==> src/rtl/lectura_datos_vga_pkg.sv <==
// rtl/lectura_datos_vga_pkg.sv - shared VGA timing, image size and RGB332 layout (VGA_PATTERN_EN adds bar index)
package lectura_datos_vga_pkg;

    localparam int IMG_W      = 160;
    localparam int IMG_H      = 120;
    localparam int SCALE_LOG2 = 2;
    localparam int AW         = 15;
    localparam int CW         = 10;

    localparam logic [CW-1:0] H_ACT_DEF  = 10'd640;
    localparam logic [CW-1:0] H_FP_DEF   = 10'd16;
    localparam logic [CW-1:0] H_SYNC_DEF = 10'd96;
    localparam logic [CW-1:0] H_BP_DEF   = 10'd48;
    localparam logic [CW-1:0] H_TOTAL    = H_ACT_DEF + H_FP_DEF + H_SYNC_DEF + H_BP_DEF;

    localparam logic [CW-1:0] V_ACT_DEF  = 10'd480;
    localparam logic [CW-1:0] V_FP_DEF   = 10'd10;
    localparam logic [CW-1:0] V_SYNC_DEF = 10'd2;
    localparam logic [CW-1:0] V_BP_DEF   = 10'd33;
    localparam logic [CW-1:0] V_TOTAL    = V_ACT_DEF + V_FP_DEF + V_SYNC_DEF + V_BP_DEF;

    // RGB332 layout {R[2:0],G[2:0],B[1:0]}: MSB position of each field
    localparam int R_MSB = 7;
    localparam int G_MSB = 4;
    localparam int B_MSB = 1;

    typedef struct packed {
        logic       hs;
        logic       vs;
        logic       act;
        logic       fe;
`ifdef VGA_PATTERN_EN
        logic [2:0] bar;
`endif
    } vga_ctl_t;

    localparam vga_ctl_t CTL_IDLE = '{hs: 1'b1, vs: 1'b1, default: '0};

    // Replicate the high bits into the low bits so full-scale codes map to 0xF
    function automatic logic [11:0] rgb332_to_444(input logic [7:0] d);
        return {d[R_MSB -: 3], d[R_MSB], d[G_MSB -: 3], d[G_MSB], d[B_MSB -: 2], d[B_MSB -: 2]};
    endfunction

endpackage

==> src/rtl/lectura_datos_vga_if.sv <==
// rtl/lectura_datos_vga_if.sv - frame RAM read port and VGA output bundle (VGA_PATTERN_EN adds PATTERN)
interface lectura_datos_vga_if;
    import lectura_datos_vga_pkg::*;

    logic [7:0]    DP_RAM_data_out;
    logic [AW-1:0] DP_RAM_addr_out;
    logic          VGA_HS;
    logic          VGA_VS;
    logic [3:0]    VGA_R;
    logic [3:0]    VGA_G;
    logic [3:0]    VGA_B;
    logic          FRAME_END;

`ifdef VGA_PATTERN_EN
    logic          PATTERN;

    modport master (
        input  DP_RAM_data_out, PATTERN,
        output DP_RAM_addr_out, VGA_HS, VGA_VS, VGA_R, VGA_G, VGA_B, FRAME_END
    );
    modport slave (
        output DP_RAM_data_out, PATTERN,
        input  DP_RAM_addr_out, VGA_HS, VGA_VS, VGA_R, VGA_G, VGA_B, FRAME_END
    );
`else
    modport master (
        input  DP_RAM_data_out,
        output DP_RAM_addr_out, VGA_HS, VGA_VS, VGA_R, VGA_G, VGA_B, FRAME_END
    );
    modport slave (
        output DP_RAM_data_out,
        input  DP_RAM_addr_out, VGA_HS, VGA_VS, VGA_R, VGA_G, VGA_B, FRAME_END
    );
`endif

endinterface

==> src/rtl/vga_sync_gen.sv <==
// rtl/vga_sync_gen.sv - hc/vc raster counters with raw (undelayed) HS/VS/active decode
module vga_sync_gen
    import lectura_datos_vga_pkg::*;
#(
    parameter logic [CW-1:0] H_ACT  = H_ACT_DEF,
    parameter logic [CW-1:0] H_FP   = H_FP_DEF,
    parameter logic [CW-1:0] H_SYNC = H_SYNC_DEF,
    parameter logic [CW-1:0] H_BP   = H_BP_DEF,
    parameter logic [CW-1:0] V_ACT  = V_ACT_DEF,
    parameter logic [CW-1:0] V_FP   = V_FP_DEF,
    parameter logic [CW-1:0] V_SYNC = V_SYNC_DEF,
    parameter logic [CW-1:0] V_BP   = V_BP_DEF
) (
    input  logic          clk_i,
    input  logic          rst_i,
    output logic [CW-1:0] hc_o,
    output logic [CW-1:0] vc_o,
    output logic          hs_o,
    output logic          vs_o,
    output logic          active_o
);

    localparam logic [CW-1:0] HS_START = H_ACT + H_FP;
    localparam logic [CW-1:0] HS_END   = HS_START + H_SYNC;
    localparam logic [CW-1:0] H_LAST   = HS_END + H_BP - CW'(1);
    localparam logic [CW-1:0] VS_START = V_ACT + V_FP;
    localparam logic [CW-1:0] VS_END   = VS_START + V_SYNC;
    localparam logic [CW-1:0] V_LAST   = VS_END + V_BP - CW'(1);

    logic [CW-1:0] hc_q, hc_d;
    logic [CW-1:0] vc_q, vc_d;

    always_comb begin
        hc_d = hc_q + CW'(1);
        vc_d = vc_q;
        if (hc_q == H_LAST) begin
            hc_d = '0;
            vc_d = (vc_q == V_LAST) ? '0 : vc_q + CW'(1);
        end
    end

    always_ff @(posedge clk_i) begin
        if (rst_i) begin
            hc_q <= '0;
            vc_q <= '0;
        end else begin
            hc_q <= hc_d;
            vc_q <= vc_d;
        end
    end

    assign hc_o     = hc_q;
    assign vc_o     = vc_q;
    assign hs_o     = !((hc_q >= HS_START) && (hc_q < HS_END));
    assign vs_o     = !((vc_q >= VS_START) && (vc_q < VS_END));
    assign active_o = (hc_q < H_ACT) && (vc_q < V_ACT);

endmodule

==> src/rtl/lectura_datos_vga.sv <==
// rtl/lectura_datos_vga.sv - frame buffer reader: 4x4 upscale to 640x480 VGA, 3-clock aligned pipeline (VGA_PATTERN_EN adds colour bars)
module lectura_datos_vga
    import lectura_datos_vga_pkg::*;
#(
    parameter logic [CW-1:0] H_ACT  = H_ACT_DEF,
    parameter logic [CW-1:0] H_FP   = H_FP_DEF,
    parameter logic [CW-1:0] H_SYNC = H_SYNC_DEF,
    parameter logic [CW-1:0] H_BP   = H_BP_DEF,
    parameter logic [CW-1:0] V_ACT  = V_ACT_DEF,
    parameter logic [CW-1:0] V_FP   = V_FP_DEF,
    parameter logic [CW-1:0] V_SYNC = V_SYNC_DEF,
    parameter logic [CW-1:0] V_BP   = V_BP_DEF
) (
    input  logic                CLK,
    input  logic                RST,
    lectura_datos_vga_if.master vga
);

    logic [CW-1:0] hc, vc;
    logic          hs_raw, vs_raw, act_raw;

    vga_sync_gen #(
        .H_ACT (H_ACT),  .H_FP (H_FP),  .H_SYNC (H_SYNC), .H_BP (H_BP),
        .V_ACT (V_ACT),  .V_FP (V_FP),  .V_SYNC (V_SYNC), .V_BP (V_BP)
    ) u_sync (
        .clk_i    (CLK),
        .rst_i    (RST),
        .hc_o     (hc),
        .vc_o     (vc),
        .hs_o     (hs_raw),
        .vs_o     (vs_raw),
        .active_o (act_raw)
    );

    logic [AW-1:0] addr_q, addr_d;
    vga_ctl_t      ctl_d, s1_q, s2_q;
    logic          hs_q, vs_q, fe_q;
    logic [11:0]   rgb_q, rgb_d;

`ifdef VGA_PATTERN_EN
    localparam logic [CW-1:0] BAR_W = H_ACT >> 3;

    function automatic logic [2:0] bar_of(input logic [CW-1:0] h);
        bar_of = 3'd0;
        for (int k = 1; k < 8; k++) begin
            if (h >= CW'(k) * BAR_W) bar_of = 3'(k);
        end
    endfunction
`endif

    always_comb begin
        ctl_d     = CTL_IDLE;
        ctl_d.hs  = hs_raw;
        ctl_d.vs  = vs_raw;
        ctl_d.act = act_raw;
        ctl_d.fe  = (hc == '0) && (vc == V_ACT);
`ifdef VGA_PATTERN_EN
        ctl_d.bar = bar_of(hc);
`endif
        // Blanking keeps the last address so the RAM port sees no spurious reads
        addr_d = addr_q;
        if (act_raw) begin
            addr_d = AW'(vc >> SCALE_LOG2) * AW'(IMG_W) + AW'(hc >> SCALE_LOG2);
        end
    end

    // RAM data for the pixel in s2 arrives this cycle
    always_comb begin
        rgb_d = '0;
        if (s2_q.act) begin
`ifdef VGA_PATTERN_EN
            if (vga.PATTERN) begin
                rgb_d = {{4{s2_q.bar[2]}}, {4{s2_q.bar[1]}}, {4{s2_q.bar[0]}}};
            end else begin
                rgb_d = rgb332_to_444(vga.DP_RAM_data_out);
            end
`else
            rgb_d = rgb332_to_444(vga.DP_RAM_data_out);
`endif
        end
    end

    always_ff @(posedge CLK) begin
        if (RST) begin
            addr_q <= '0;
            s1_q   <= CTL_IDLE;
            s2_q   <= CTL_IDLE;
            hs_q   <= 1'b1;
            vs_q   <= 1'b1;
            fe_q   <= 1'b0;
            rgb_q  <= '0;
        end else begin
            addr_q <= addr_d;
            s1_q   <= ctl_d;
            s2_q   <= s1_q;
            hs_q   <= s2_q.hs;
            vs_q   <= s2_q.vs;
            fe_q   <= s2_q.fe;
            rgb_q  <= rgb_d;
        end
    end

    assign vga.DP_RAM_addr_out = addr_q;
    assign vga.VGA_HS          = hs_q;
    assign vga.VGA_VS          = vs_q;
    assign vga.FRAME_END       = fe_q;
    assign vga.VGA_R           = rgb_q[11:8];
    assign vga.VGA_G           = rgb_q[7:4];
    assign vga.VGA_B           = rgb_q[3:0];

endmodule

==> src/flat_wrapper.sv <==
// flat-port wrapper written by rule: the top's interface ports become plain ports
module lectura_datos_vga_flat import lectura_datos_vga_pkg::*;
#(
    parameter logic [CW-1:0] H_ACT  = H_ACT_DEF,
    parameter logic [CW-1:0] H_FP   = H_FP_DEF,
    parameter logic [CW-1:0] H_SYNC = H_SYNC_DEF,
    parameter logic [CW-1:0] H_BP   = H_BP_DEF,
    parameter logic [CW-1:0] V_ACT  = V_ACT_DEF,
    parameter logic [CW-1:0] V_FP   = V_FP_DEF,
    parameter logic [CW-1:0] V_SYNC = V_SYNC_DEF,
    parameter logic [CW-1:0] V_BP   = V_BP_DEF
)
  (CLK, RST, vga_DP_RAM_data_out, vga_DP_RAM_addr_out, vga_VGA_HS, vga_VGA_VS, vga_VGA_R, vga_VGA_G, vga_VGA_B, vga_FRAME_END);
  lectura_datos_vga_if vga_i ();
  input  logic CLK;
  input  logic RST;
  input wire logic [$bits(vga_i.DP_RAM_data_out)-1:0] vga_DP_RAM_data_out;
  output wire logic [$bits(vga_i.DP_RAM_addr_out)-1:0] vga_DP_RAM_addr_out;
  output wire logic [$bits(vga_i.VGA_HS)-1:0] vga_VGA_HS;
  output wire logic [$bits(vga_i.VGA_VS)-1:0] vga_VGA_VS;
  output wire logic [$bits(vga_i.VGA_R)-1:0] vga_VGA_R;
  output wire logic [$bits(vga_i.VGA_G)-1:0] vga_VGA_G;
  output wire logic [$bits(vga_i.VGA_B)-1:0] vga_VGA_B;
  output wire logic [$bits(vga_i.FRAME_END)-1:0] vga_FRAME_END;
  assign vga_i.DP_RAM_data_out = vga_DP_RAM_data_out;
  assign vga_DP_RAM_addr_out = vga_i.DP_RAM_addr_out;
  assign vga_VGA_HS = vga_i.VGA_HS;
  assign vga_VGA_VS = vga_i.VGA_VS;
  assign vga_VGA_R = vga_i.VGA_R;
  assign vga_VGA_G = vga_i.VGA_G;
  assign vga_VGA_B = vga_i.VGA_B;
  assign vga_FRAME_END = vga_i.FRAME_END;
  lectura_datos_vga #(.H_ACT(H_ACT), .H_FP(H_FP), .H_SYNC(H_SYNC), .H_BP(H_BP), .V_ACT(V_ACT), .V_FP(V_FP), .V_SYNC(V_SYNC), .V_BP(V_BP)) u_core (.CLK(CLK), .RST(RST), .vga(vga_i));
endmodule
==> config.mk <==
export PLATFORM = sky130hd
export DESIGN_NAME = lectura_datos_vga_flat
export DESIGN_NICKNAME = d
export VERILOG_FILES = /design/src/rtl/lectura_datos_vga_pkg.sv /design/src/rtl/lectura_datos_vga_if.sv /design/src/rtl/vga_sync_gen.sv /design/src/rtl/lectura_datos_vga.sv /design/src/flat_wrapper.sv
export SDC_FILE = /design/constraint.sdc
export NUM_CORES = 1
export LEC_CHECK = 0
export ABC_AREA = 1
export ABC_CLOCK_PERIOD_IN_PS = 6100
export CAP_MARGIN = 30
export CORE_MARGIN = 5
export CORE_UTILIZATION = 45
export CTS_CLUSTER_DIAMETER = 50
export DETAILED_ROUTE_END_ITERATION = 10
export PLACE_DENSITY = 0.66
export SLEW_MARGIN = 15
export SYNTH_ARGS = -nofsm -noshare
export SYNTH_HDL_FRONTEND = slang
export SYNTH_SLANG_ARGS = --single-unit
==> constraint.sdc <==
create_clock -name CLK -period 6.1 [get_ports CLK]
set_clock_uncertainty 0.1 [all_clocks]
set_input_delay 1.525 -clock CLK [delete_from_list [all_inputs] [get_ports CLK]]
set_output_delay 1.525 -clock CLK [all_outputs]
set_load 0.02 [all_outputs]
==> results of run 1 <==
-- final cells by class --
type                            instances  area [sq um]
Multi-Input combinational cell        255          1440
Timing Repair Buffer                   39           390
Fill cell                             581          2650
Clock inverter                          3          47.5
Inverter                               58           218
Sequential cell                        54          1080
Tap cell                               75          93.8
Clock buffer                            5          68.8
-- flip-flops by register name, indices dropped and copies added, names as in the netlist --
signal	cells
u_core.vga.DP_RAM_addr_out	15
u_core.u_sync.hc_o	10
u_core.u_sync.vc_o	10
u_core.rgb_q	8
u_core.s1_q	4
u_core.s2_q	4
u_core.vga.FRAME_END	1
u_core.vga.VGA_HS	1
u_core.vga.VGA_VS	1
-- power breakdown --
part / switching [uW] / internal [uW] / leakage [uW]
Sequential: 2.76 / 356 / 0.000437
Combinational: 15.7 / 13.9 / 0.00102
Clock: 119 / 124 / 0.0000587
-- cell families (layout without fill, tap and decap cells) --
kind of cell               Yosys count  in the layout
xor gates and xnor gates            10             10
DFF                                 54             54
and+or+nand+nor                    176            176
buffers and inverters               68            105
AOI/OAI and AO/OA                   47             47
adders and majority gates           22             22
-- routing by layer --
layer | GRT usage | part of all wire | routed length, um
met2 | 0.253 | 0.44 | 2530
met5 | 0 | 0 | 0
met3 | 0.0363 | 0.057 | 331
met4 | 0.0371 | 0.010 | 58
met1 | 0.212 | 0.49 | 2850
-- metrics by stage --
stage          hold WS [ns]  instances
2_1_floorplan         0.288        377
3_3_place_gp          0.293        481
3_5_place_dp          0.293        481
4_1_cts               0.314        489
5_1_grt               0.328        489
6_report              0.311        489
-- final timing paths --
| kind | startpoint | endpoint | cells after the start | slack, ns |
|---|---|---|---|---|
| hold reg to reg | u_core.s2_q[3]$_SDFF_PP1_ | u_core.vga.VGA_HS$_SDFF_PP1_ | 1 | 0.31 |
| hold / removal | u_core.s2_q[3]$_SDFF_PP1_ | u_core.vga.VGA_HS$_SDFF_PP1_ | 1 | 0.31 |
| setup reg to reg | u_core.u_sync.vc_o[5]$_SDFFE_PP0P_ | u_core.vga.DP_RAM_addr_out[13]$_SDFFE_PP0P_ | 11 | 3.45 |
| setup / recovery | RST | u_core.u_sync.hc_o[9]$_SDFF_PP0_ | 6 | 2.38 |
-- layout by cell type, fill, tap and decap left out --
cell,synthesis,final
inv_1,54,54
inv_6,0,1
clkinv_4,0,1
fa_1,2,2
nor2_1,58,58
nand3_4,1,1
clkinv_1,1,1
nor4_1,2,2
dfxtp_1,54,54
nand3b_1,1,1
nand3_2,1,1
o21ai_1,1,1
inv_2,3,3
nor4_4,1,1
nand2_4,1,1
nand3_1,19,19
clkbuf_8,0,5
o21ai_0,19,19
ha_1,20,20
clkdlybuf4s50_1,0,39
xnor2_1,3,3
xor2_1,7,7
nand4_1,11,11
nor3_2,1,1
and3_1,1,1
nor2_2,1,1
nand2_1,67,67
a211oi_1,3,3
a21oi_1,22,22
nor3_1,5,5
o2111ai_1,2,2
nor4_2,2,2
bufinv_16,0,1
or2_2,4,4
==> run summary, run 1 <==
The flow ran to the end, and the final reports show no timing, DRC or antenna violations. Compared with the post-synthesis result, the final layout area differs by 19.5%. The synthesized-area fraction occupied by xor and xnor cells came out at 0.0314.

In this run, post-CTS repair resized a total of 0 instances. Setup repair after global routing left no endpoint under its margin. Routability-driven placement finished with a final weighted congestion of 0.854.

STA classifies the critical path endpoint as a flip-flop. Count of endpoints failing setup in the final report: 0. For the total negative slack for setup checks, the log shows 0 ns.

The maximum achievable frequency is 0.269 GHz, and the number of cell rows is 28. The multiplexer fraction of the synthesized cell area works out to 0. The main combinational cell family by area after synthesis is simple AND/OR/NAND/NOR gates. In this design, the stage delay of the slowest critical-path cell is 0.90 ns.

The worst path meets setup with 2.38 ns of slack. Initial antenna violation count: 0. After detailed routing, the number of remaining DRC violations is 0.

The tools report the final number of max-transition violations as 0. Sorting the synthesized cells by area gives the leading types as dfxtp_1, nand2_1, ha_1. The tools report the number of nets in the final layout as 445. The dominant register cell in the synthesized netlist was dfxtp_1.

For the data required time of the worst path, the log shows 6.19 ns. The slew at the pin closest to its max-slew limit is 0.673 ns, and the fraction of synthesized cell area taken by the top area cell type is 0.387. Once detail routing completed, the nets flagged for antenna violations numbered 0. The root buffer cell chosen for the clock tree is clkbuf_8. The die is 88.8 um tall. The worst-case IR drop observed on VDD is 0.122 mV. The logs give 40 for the number of primary I/O pins and 0 for the antenna diode count. The HPWL after detailed placement is 4.50 mm. The logs give 0.466 for the effective utilization at floorplan and 3.82 ns for the signal arrival time at the worst endpoint. For this design the static power due to leakage is 0.00152 uW.

The worst path buffer plus inverter count was 3; the buffers inserted during post-CTS setup optimization was 0. The run gives 0.31 ns as the clock insertion delay at the later pin of the skew report. The ratio of cells with drive above 1 in the final layout is 0.0556. TritonCTS created 5 clock buffers. Wires add up to 5.76 mm. Violation count after the first detailed-routing iteration: 81.

nand2_1 is the most common cell in the netlist. Class of the tightest hold or removal check: reg -> reg. The overall track demand over capacity in global routing was 0.157; the synthesized instance count was 377. The placed cell area came out at 3220 sq um. Among cell families on the critical path, the largest total delay comes from buffers and inverters. Entering global routing, the biggest net connects 27 pins. The fraction of the cycle the final worst path needs is 0.610. The total chip power is 632 uW, and the fraction of the mapped netlist area in compound gates is 0.0896. The CTS clock-pin slew for the worst setup and hold paths is 0.10 ns, and the total of flip-flops plus latches after synthesis is 54. In this run the cell area of the synthesized design comes to 2790 sq um. The tools report the number of distinct library cell variants in the gate-level netlist after synthesis as 33. The maximum root-to-sink buffer count is 2, and the power density relative to cell area is 189 nW/um^2. The largest fanout on the critical path was 19. For this run, the number of Yosys warnings is 0. The floorplan step set the die width to 88.8 um. The global-route wire length before repair is 9.85 mm. STA classifies the critical path startpoint as an input pin.

The final critical-path required period works out to 3.72 ns. The tools report the clock sink count as 54. For the global-route congestion overflow total, the log shows 0.

The routed wire length per instance works out to 11.8 um. The total die area was 7880 sq um. The tools report the pre-CTS setup slack as 2.04 ns. The worst slew margin relative to its limit is 0.550, and the post-synthesis net count is 409. Count of endpoints failing hold in the final timing report: 0. Simple-gate portion of the synthesized area: 0.290. The synthesized design contains 0 enable-type register cells. Dividing the synthesized area by the synthesized cell count gives 7.41 sq um.

The leading area contributor after synthesis is dfxtp_1. TritonCTS built the clock tree. The count of buffers inserted at the top-level ports came out at 39.

Traced cell by cell, the critical path runs through clkdlybuf4s50_1 -> clkinv_1 -> nand2_1 -> inv_1 -> o21ai_0 -> a21oi_1. The post-layout utilization of the core was 0.557. The number of global-route vias before repair was 2192; the first-pass detailed-route iteration total was 4. The tools report the H-tree depth reported by CTS as 2. The detail-routed via count per cell was 4.90. For this design, the slowest cell found on the critical path is clkdlybuf4s50_1. Total number of vias: 2397. For this design, the CTS-stage hold fixing added 0 buffers.

The fraction of the yosys area taken by sequential cells came out at 0.387. Fraction of registers with async set/reset: 0. Adder and majority gate portion of the synthesized area: 0.104. The tools report the max-cap violation count as 0. Area inside the core boundary: 5990 sq um. Counting instances in the post-synthesis netlist gives the leading cell types as nand2_1, nor2_1, dfxtp_1, inv_1, a21oi_1. The cell area after layout came out at 3340 sq um. Kind of critical path: in -> reg.
No activity file was read; power rests on OpenSTA's default activity.
==> inputs of run 2 (changes only) <==
--- a/config.mk
+++ b/config.mk
@@ -6,7 +6,7 @@
 export NUM_CORES = 1
 export LEC_CHECK = 0
 export ABC_AREA = 1
-export ABC_CLOCK_PERIOD_IN_PS = 6100
+export ABC_CLOCK_PERIOD_IN_PS = 3800
 export CAP_MARGIN = 30
 export CORE_MARGIN = 5
 export CORE_UTILIZATION = 45
==> constraint.sdc (replaced) <==
create_clock -name CLK -period 3.8 [get_ports CLK]
set_clock_uncertainty 0.1 [all_clocks]
set_input_delay 0.95 -clock CLK [delete_from_list [all_inputs] [get_ports CLK]]
set_output_delay 0.95 -clock CLK [all_outputs]
set_load 0.02 [all_outputs]
==> run summary, run 2 (synthesis gave the netlist of run 1 again) <==
The run finished with clean final reports. Dominant cell type by count on the critical path: nand2_1. The tools report the effective utilization at floorplan as 0.466 (unchanged).

The fraction of the cycle the final worst path needs is 0.698. The master cell of the clock root buffer was clkbuf_8 (unchanged). The logs give 0 (unchanged) for the max-cap violation count and 0.396 (was 0.385) for the portion of total power attributed to the clock network.

The family with the most delay on the worst path was adder cells (was buffers and inverters). The slowest stage cell on the critical path is dfxtp_1 (was clkdlybuf4s50_1). For the count of endpoints failing hold in the final timing report, the log shows 0 (unchanged). The total wirelength of the detailed-routed design is 5.94 mm (was 5.76 mm). The logs give 3.92 ns (was 6.19 ns) for the data required time of the worst path and 0 (unchanged) for the final number of max-transition violations. Cells along the critical path: ha_1 -> ha_1 -> fa_1 -> xor2_1 -> nand3_1 -> nor2_1 -> nand2_1 -> nand2_1 -> nand2_1 -> o21ai_0 -> inv_1 (was clkdlybuf4s50_1 -> clkinv_1 -> nand2_1 -> inv_1 -> o21ai_0 -> a21oi_1).

Buffers inserted during post-CTS setup optimization: 0 (unchanged). The logs give 2 (unchanged) for the maximum root-to-sink buffer count and 223 uW (was 137 uW) for the net switching component of the power. The endpoint of the most critical setup path is u_core.vga.DP_RAM_addr_out[13]$_SDFFE_PP0P_ (was u_core.u_sync.hc_o[9]$_SDFF_PP0_).

The highest cell delay on the worst timing path is 0.56 ns (was 0.90 ns), and the setup slack on the worst flop-to-flop path is 1.15 ns (was 3.45 ns). The logs give 0 (unchanged) for the global-route congestion overflow total and 2.77 ns (was 3.82 ns) for the signal arrival time at the worst endpoint. Clock sink count: 54 (unchanged).

The CTS clock-pin slew for the worst setup and hold paths works out to 0.10 ns (about the same). Routed wire length per instance: 12.1 um (was 11.8 um). The logs give 10.1 mm (was 9.85 mm) for the global-route wire length before repair and 2229 (was 2192) for the number of global-route vias before repair. The run gives 0.556 (was 0.568) as the relative contribution of sequential cells to total power. The total negative slack for setup checks was 0 ns (unchanged). The tools report the count of endpoints failing setup in the final report as 0 (unchanged). The least setup slack across all paths after layout is 1.15 ns (was 2.38 ns). The largest fanout on the critical path came out at 8 (was 19). The worst slew margin relative to its limit is 0.665 (was 0.550). The power density relative to cell area is 308 nW/um^2 (was 189 nW/um^2).

The endpoint of the lowest-slack register-to-register path was u_core.vga.DP_RAM_addr_out[13]$_SDFFE_PP0P_ (unchanged). The critical path endpoint category is a flip-flop (unchanged). The maximum achievable frequency was 0.377 GHz; the violation count after the first detailed-routing iteration was 140 (was 81). The slew at the pin closest to its max-slew limit works out to 0.499 ns (was 0.673 ns). The kind of critical path is reg -> reg (was in -> reg). For the area inside the core boundary, the log shows 5990 sq um (unchanged).

The logs give 0.875 (was 0.854) for the final weighted congestion of routability-driven global placement and 2 (unchanged) for the H-tree depth reported by CTS. The total die area is 7880 sq um (unchanged), and the worst path buffer plus inverter count is 1 (was 3). The net switching share of the total power was 0.215 (was 0.217); the count of buffers inserted at the top-level ports was 39 (unchanged).

The run gives 27 (unchanged) as the maximum number of pins on one net before global-route repair. The ratio of cells with drive above 1 in the final layout is 0.0601 (was 0.0556). The number of primary I/O pins was 40 (unchanged); the number of gates on the worst path with buffers counted was 11 (was 6). The timing startpoint of the critical path was u_core.u_sync.vc_o[3]$_SDFFE_PP0P_ (was RST). The overall track demand over capacity in global routing came out at 0.161 (was 0.157). The hold-critical path depth is 2 (was 1). The number of antenna-violating nets in the routed design came out at 0 (unchanged). The leakage power was 0.00153 uW (was 0.00152 uW). The run gives 5 (unchanged) as the number of buffers added by the clock tree synthesis step. The die outline width was 88.8 um (unchanged); the total DRC errors in the routed layout was 0 (unchanged).

The internal cell power is 813 uW (was 495 uW). The most common cell after layout, fill and taps aside was nand2_1 (unchanged). The class of the tightest hold or removal check is reg -> reg (unchanged).

The flip-flop count of the largest register after layout is 15 (unchanged), and the initial antenna violation count is 0 (unchanged). The startpoint of the worst-slack reg-to-reg timing path was u_core.u_sync.vc_o[3]$_SDFFE_PP0P_ (was u_core.u_sync.vc_o[5]$_SDFFE_PP0P_). The kind of start point of the critical path is a flip-flop (was an input pin). The relative area change from synthesis to final layout is 20.3% (was 19.5%). The antenna diode count is 0 (unchanged), and the number of buffers inserted for hold repair after clock tree synthesis is 0 (unchanged).

Combinational group share of total power: 0.048 (was 0.047). The post-cts repair resize count came out at 0 (unchanged). TritonCTS built the clock tree. For the clock insertion delay at the later pin of the skew report, the log shows 0.31 ns (about the same). The pre-CTS setup slack was 1.12 ns (was 2.04 ns). The HPWL after detailed placement came out at 4.64 mm (was 4.50 mm). The total number of vias is 2430 (was 2397), and the number of cell rows is 28 (unchanged). The run gives 4 (unchanged) as the first-pass detailed-route iteration total. Setup repair after global routing left no endpoint under its margin.

Worst-case reg-to-reg path depth: 11 (unchanged). Subtracting the final worst setup slack from the clock period gives 2.65 ns. The chip height was 88.8 um (unchanged). Commonest cells after routing, fill and taps aside: nand2_1, nor2_1, inv_1, dfxtp_1, clkdlybuf4s50_1 (unchanged).

The detail-routed via count per cell came out at 4.95 (was 4.90). The number of nets in the final layout was 447 (was 445); the peak supply drop was 0.280 mV (was 0.122 mV).
-- run 2: cell count changes in the layout (fill, tap and decap cells not counted) --
cell      change
clkbuf_8      +1
clkinv_4      -1
buf_4         +2
-- run 2: final cells by class --
type / count / area, sq um
Multi-Input combinational cell: 255 / 1440
Fill cell: 554 / 2630
Inverter: 58 / 218
Clock inverter: 2 / 38.8
Timing Repair Buffer: 41 / 405
Tap cell: 75 / 93.8
Clock buffer: 6 / 82.6
Sequential cell: 54 / 1080
-- run 2: worst min-delay path by stage --
stage | endpoint | from
floorplan | u_core.s2_q[0]$_SDFF_PP0_ | u_core.s1_q[0]$_SDFF_PP0_
global placement | u_core.vga.VGA_HS$_SDFF_PP1_ | u_core.s2_q[3]$_SDFF_PP1_
detailed placement | u_core.vga.FRAME_END$_SDFF_PP0_ | u_core.s2_q[0]$_SDFF_PP0_
CTS | u_core.vga.FRAME_END$_SDFF_PP0_ | u_core.s2_q[0]$_SDFF_PP0_
global route | u_core.vga.VGA_HS$_SDFF_PP1_ | u_core.s2_q[3]$_SDFF_PP1_
finish | u_core.vga.FRAME_END$_SDFF_PP0_ | u_core.s2_q[0]$_SDFF_PP0_
-- run 2: worst reg2reg max path, delay by kind of cell, from the launching register on --
family	cells	cell delay, ns
fa+ha+maj	3	1.00
flops	1	0.56
simple gates	5	0.45
xor+xnor	1	0.24
compound gates	1	0.15
buf+inv	1	0.05
-- run 2: metal layers --
metal | GRT usage | wire [um] | vias to the layer above
met1 | 0.214 | 2840 | 1080
met2 | 0.263 | 2640 | 60
li1 | - | - | 1285
met4 | 0.0426 | 49 | 0
met3 | 0.0345 | 411 | 5
met5 | 0 | 0 | -
-- run 2: power groups by stage --
stage,registers [uW],logic (uW),clock network [uW]
after floorplan,592,24.5,0
after global placement,589,49.4,0
after detailed placement,589,50.1,0
after CTS,576,50.3,416
after global routing,577,56.5,441
final,576,49.8,410
-- run 2: metrics by stage --
stage	utilization	instance area [sq um]	hold slack [ns]	total power, uW	cells
4_1_cts	0.561	3360	0.306	1040	491
6_report	0.561	3360	0.305	1040	491
2_1_floorplan	-	2790	0.288	617	377
3_3_place_gp	0.540	3240	0.297	639	483
5_1_grt	0.561	3360	0.329	1080	491
3_5_place_dp	0.540	3240	0.292	639	483
==> inputs of run 3 (changes only) <==
--- a/config.mk
+++ b/config.mk
@@ -6,7 +6,7 @@
 export NUM_CORES = 1
 export LEC_CHECK = 0
 export ABC_AREA = 1
-export ABC_CLOCK_PERIOD_IN_PS = 3800
+export ABC_CLOCK_PERIOD_IN_PS = 2500
 export CAP_MARGIN = 30
 export CORE_MARGIN = 5
 export CORE_UTILIZATION = 45
==> constraint.sdc (replaced) <==
create_clock -name CLK -period 2.5 [get_ports CLK]
set_clock_uncertainty 0.1 [all_clocks]
set_input_delay 0.625 -clock CLK [delete_from_list [all_inputs] [get_ports CLK]]
set_output_delay 0.625 -clock CLK [all_outputs]
set_load 0.02 [all_outputs]
==> run summary, run 3 (synthesis gave the netlist of run 1 again) <==
The run finished with clean final reports. The effective utilization at floorplan came out at 0.466 (unchanged). The kind of critical path is reg -> reg (unchanged). The largest fanout on the critical path is 3 (was 8), and the number of cell rows is 28 (unchanged). The tools report the maximum root-to-sink buffer count as 2 (unchanged). The data required time of the worst path was 2.60 ns (was 3.92 ns). The slowest stage cell on the critical path was fa_2 (was dfxtp_1). The ratio of cells with drive above 1 in the final layout is 0.0829 (was 0.0601).

Kind of start point of the critical path: a flip-flop (unchanged). Cells along the critical path: ha_1 -> ha_1 -> fa_2 -> nand2_1 -> inv_1 -> nand3_1 -> nor2_1 -> nand2_1 -> nand2_1 -> nand2_1 -> o21ai_1 -> inv_1 (was ha_1 -> ha_1 -> fa_1 -> xor2_1 -> nand3_1 -> nor2_1 -> nand2_1 -> nand2_1 -> nand2_1 -> o21ai_0 -> inv_1). The number of standard cells in the final layout excluding fillers was 497 (was 491); the maximum achievable frequency was 0.430 GHz (was 0.377 GHz). The slew at the pin closest to its max-slew limit was 0.488 ns (was 0.499 ns); the final hold slack was 0.308 ns (was 0.305 ns). The leakage power was 0.00156 uW (was 0.00153 uW); the clock sink count was 54 (unchanged).

The logs give 0 ns (unchanged) for the total negative slack for setup checks and 0 (unchanged) for the total DRC errors in the routed layout. The tools report the overall track demand over capacity in global routing as 0.157 (was 0.161). The timing startpoint of the critical path is u_core.u_sync.vc_o[3]$_SDFFE_PP0P_ (unchanged).

The maximum number of pins on one net before global-route repair is 27 (unchanged), and the total chip power is 1550 uW (was 1040 uW). The worst-case reg-to-reg path depth was 12 (was 11). The tools report the total wirelength of the detailed-routed design as 5.79 mm (was 5.94 mm). The master cell of the clock root buffer is clkbuf_8 (unchanged).

For the antenna diode count, the log shows 0 (unchanged). For the H-tree depth reported by CTS, the log shows 2 (unchanged). The number of nets in the final layout was 453 (was 447); the final weighted congestion of routability-driven global placement was 0.837 (was 0.875). The endpoint of the lowest-slack register-to-register path is u_core.vga.DP_RAM_addr_out[13]$_SDFFE_PP0P_ (unchanged). The count of buffers inserted at the top-level ports works out to 39 (unchanged). The number of primary I/O pins was 40 (unchanged); the power density relative to cell area was 454 nW/um^2 (was 308 nW/um^2).

The tools report the endpoint of the most critical setup path as u_core.vga.DP_RAM_addr_out[13]$_SDFFE_PP0P_ (unchanged). TritonCTS built the clock tree. Commonest cells after routing, fill and taps aside: nand2_1, nor2_1, inv_1 (was nand2_1, nor2_1, inv_1, dfxtp_1, clkdlybuf4s50_1). The tools report the violation count after the first detailed-routing iteration as 82 (was 140).

The logs give 2255 (was 2229) for the number of global-route vias before repair and 0 (unchanged) for the number of antenna-violating nets in the routed design. The run gives 9.88 mm (was 10.1 mm) as the global-route wire length before repair. The worst slew margin relative to its limit is 0.672 (was 0.665), and the setup slack on the worst flop-to-flop path is 0.17 ns (was 1.15 ns).

The run gives 2.43 ns (was 2.77 ns) as the signal arrival time at the worst endpoint. The class of the tightest hold or removal check was reg -> reg (unchanged). The fraction of the cycle the final worst path needs was 0.930 (was 0.698); the total number of vias was 2433 (was 2430). For the placed cell count, the log shows 489 (was 483). The relative area change from synthesis to final layout is 22.2% (was 20.3%), and the count of endpoints failing setup in the final report is 0 (unchanged).

The highest cell delay on the worst timing path works out to 0.55 ns (was 0.56 ns). The buffers inserted during post-CTS setup optimization came out at 0 (unchanged). The logs give 0 (unchanged) for the final number of max-transition violations and 4.55 mm (was 4.64 mm) for the HPWL after detailed placement. The initial antenna violation count is 0 (unchanged). Critical path endpoint category: a flip-flop (unchanged). The startpoint of the worst-slack reg-to-reg timing path is u_core.u_sync.vc_o[3]$_SDFFE_PP0P_ (unchanged).

The most common cell after layout, fill and taps aside is nand2_1 (unchanged). The chip height is 88.8 um (unchanged). The flip-flop count of the largest register after layout was 15 (unchanged); the routed wire length per instance was 11.6 um (was 12.1 um). The logs give 5 (unchanged) for the number of buffers added by the clock tree synthesis step and 0.298 mV (was 0.280 mV) for the peak supply drop. Setup repair after global routing left no endpoint under its margin.

The detail-routed via count per cell works out to 4.90 (was 4.95). The least setup slack across all paths after layout is 0.174 ns (was 1.15 ns). The CTS clock-pin slew for the worst setup and hold paths works out to 0.10 ns (about the same). The count of endpoints failing hold in the final timing report was 0 (unchanged); the global-route congestion overflow total was 0 (unchanged).

The total die area is 7880 sq um (unchanged), and the final critical-path required period is 2.33 ns (was 2.65 ns). The area inside the core boundary was 5990 sq um (unchanged). The die outline width was 88.8 um (unchanged). Max-cap violation count: 0 (unchanged). Dominant cell type by count on the critical path: nand2_1 (unchanged).

The clock insertion delay at the later pin of the skew report is 0.30 ns (was 0.31 ns). The tools report the first-pass detailed-route iteration total as 4 (unchanged). The tools report the pre-CTS setup slack as 0.142 ns (was 1.12 ns).
## run 3: changes by cell type in the layout (fill, tap and decap cells not counted), sizes merged
cell,change
buf,+6
clkbuf,-1
clkinv,+1
## run 3: what timing repair did
action                                  CTS  global route
hold buffers                              0             0
endpoints found under the setup margin    0             2
gates resized for setup                   0             5
## run 3: where the power goes
part / switching, uW / internal (uW)
registers: 6.13 / 869
clock network: 292 / 304
logic: 39.8 / 36.0
total: 338 / 1210
## run 3: metal layers
| metal | vias to the layer above | share of wire | routed length, um | global-route usage |
|---|---|---|---|---|
| met5 | - | 0 | 0 | 0 |
| met4 | 0 | 0.013 | 78 | 0.0522 |
| met3 | 6 | 0.054 | 314 | 0.0279 |
| met2 | 48 | 0.43 | 2510 | 0.247 |
| met1 | 1083 | 0.50 | 2890 | 0.216 |
| li1 | 1296 | - | - | - |
## run 3: worst min-delay path by stage
stage	cells past startpoint	end	slack (ns)	startpoint
global route	1	u_core.s2_q[2]$_SDFF_PP1_	0.34	u_core.s1_q[2]$_SDFF_PP1_
detailed placement	2	u_core.vga.FRAME_END$_SDFF_PP0_	0.29	u_core.s2_q[0]$_SDFF_PP0_
finish	2	u_core.vga.FRAME_END$_SDFF_PP0_	0.31	u_core.s2_q[0]$_SDFF_PP0_
floorplan	2	u_core.s2_q[0]$_SDFF_PP0_	0.29	u_core.s1_q[0]$_SDFF_PP0_
global placement	2	u_core.s2_q[1]$_SDFF_PP0_	0.29	u_core.s1_q[1]$_SDFF_PP0_
CTS	2	u_core.vga.FRAME_END$_SDFF_PP0_	0.31	u_core.s2_q[0]$_SDFF_PP0_
## run 3: critical path, delay by kind of cell (launching register included)
kind / cells / cell delay, ns
DFF: 1 / 0.32
AOI/OAI and AO/OA: 1 / 0.12
buffers and inverters: 2 / 0.13
and+or+nand+nor: 6 / 0.48
adders and majority gates: 3 / 1.08
## run 3: layout make-up
cell class | count | area, sq um
clock inverter | 3 | 47.5
timing repair buffer | 47 | 450
tap | 75 | 93.8
sequential | 54 | 1080
fill | 569 | 2580
inverter | 58 | 218
clock buffer | 5 | 68.8
multi-input combinational | 255 | 1450
## run 3: stage by stage
| stage | utilization | instance area [sq um] |
|---|---|---|
| after floorplan | - | 2790 |
| after global placement | 0.548 | 3280 |
| after detailed placement | 0.548 | 3280 |
| after CTS | 0.567 | 3400 |
| after global routing | 0.570 | 3410 |
| final | 0.570 | 3410 |
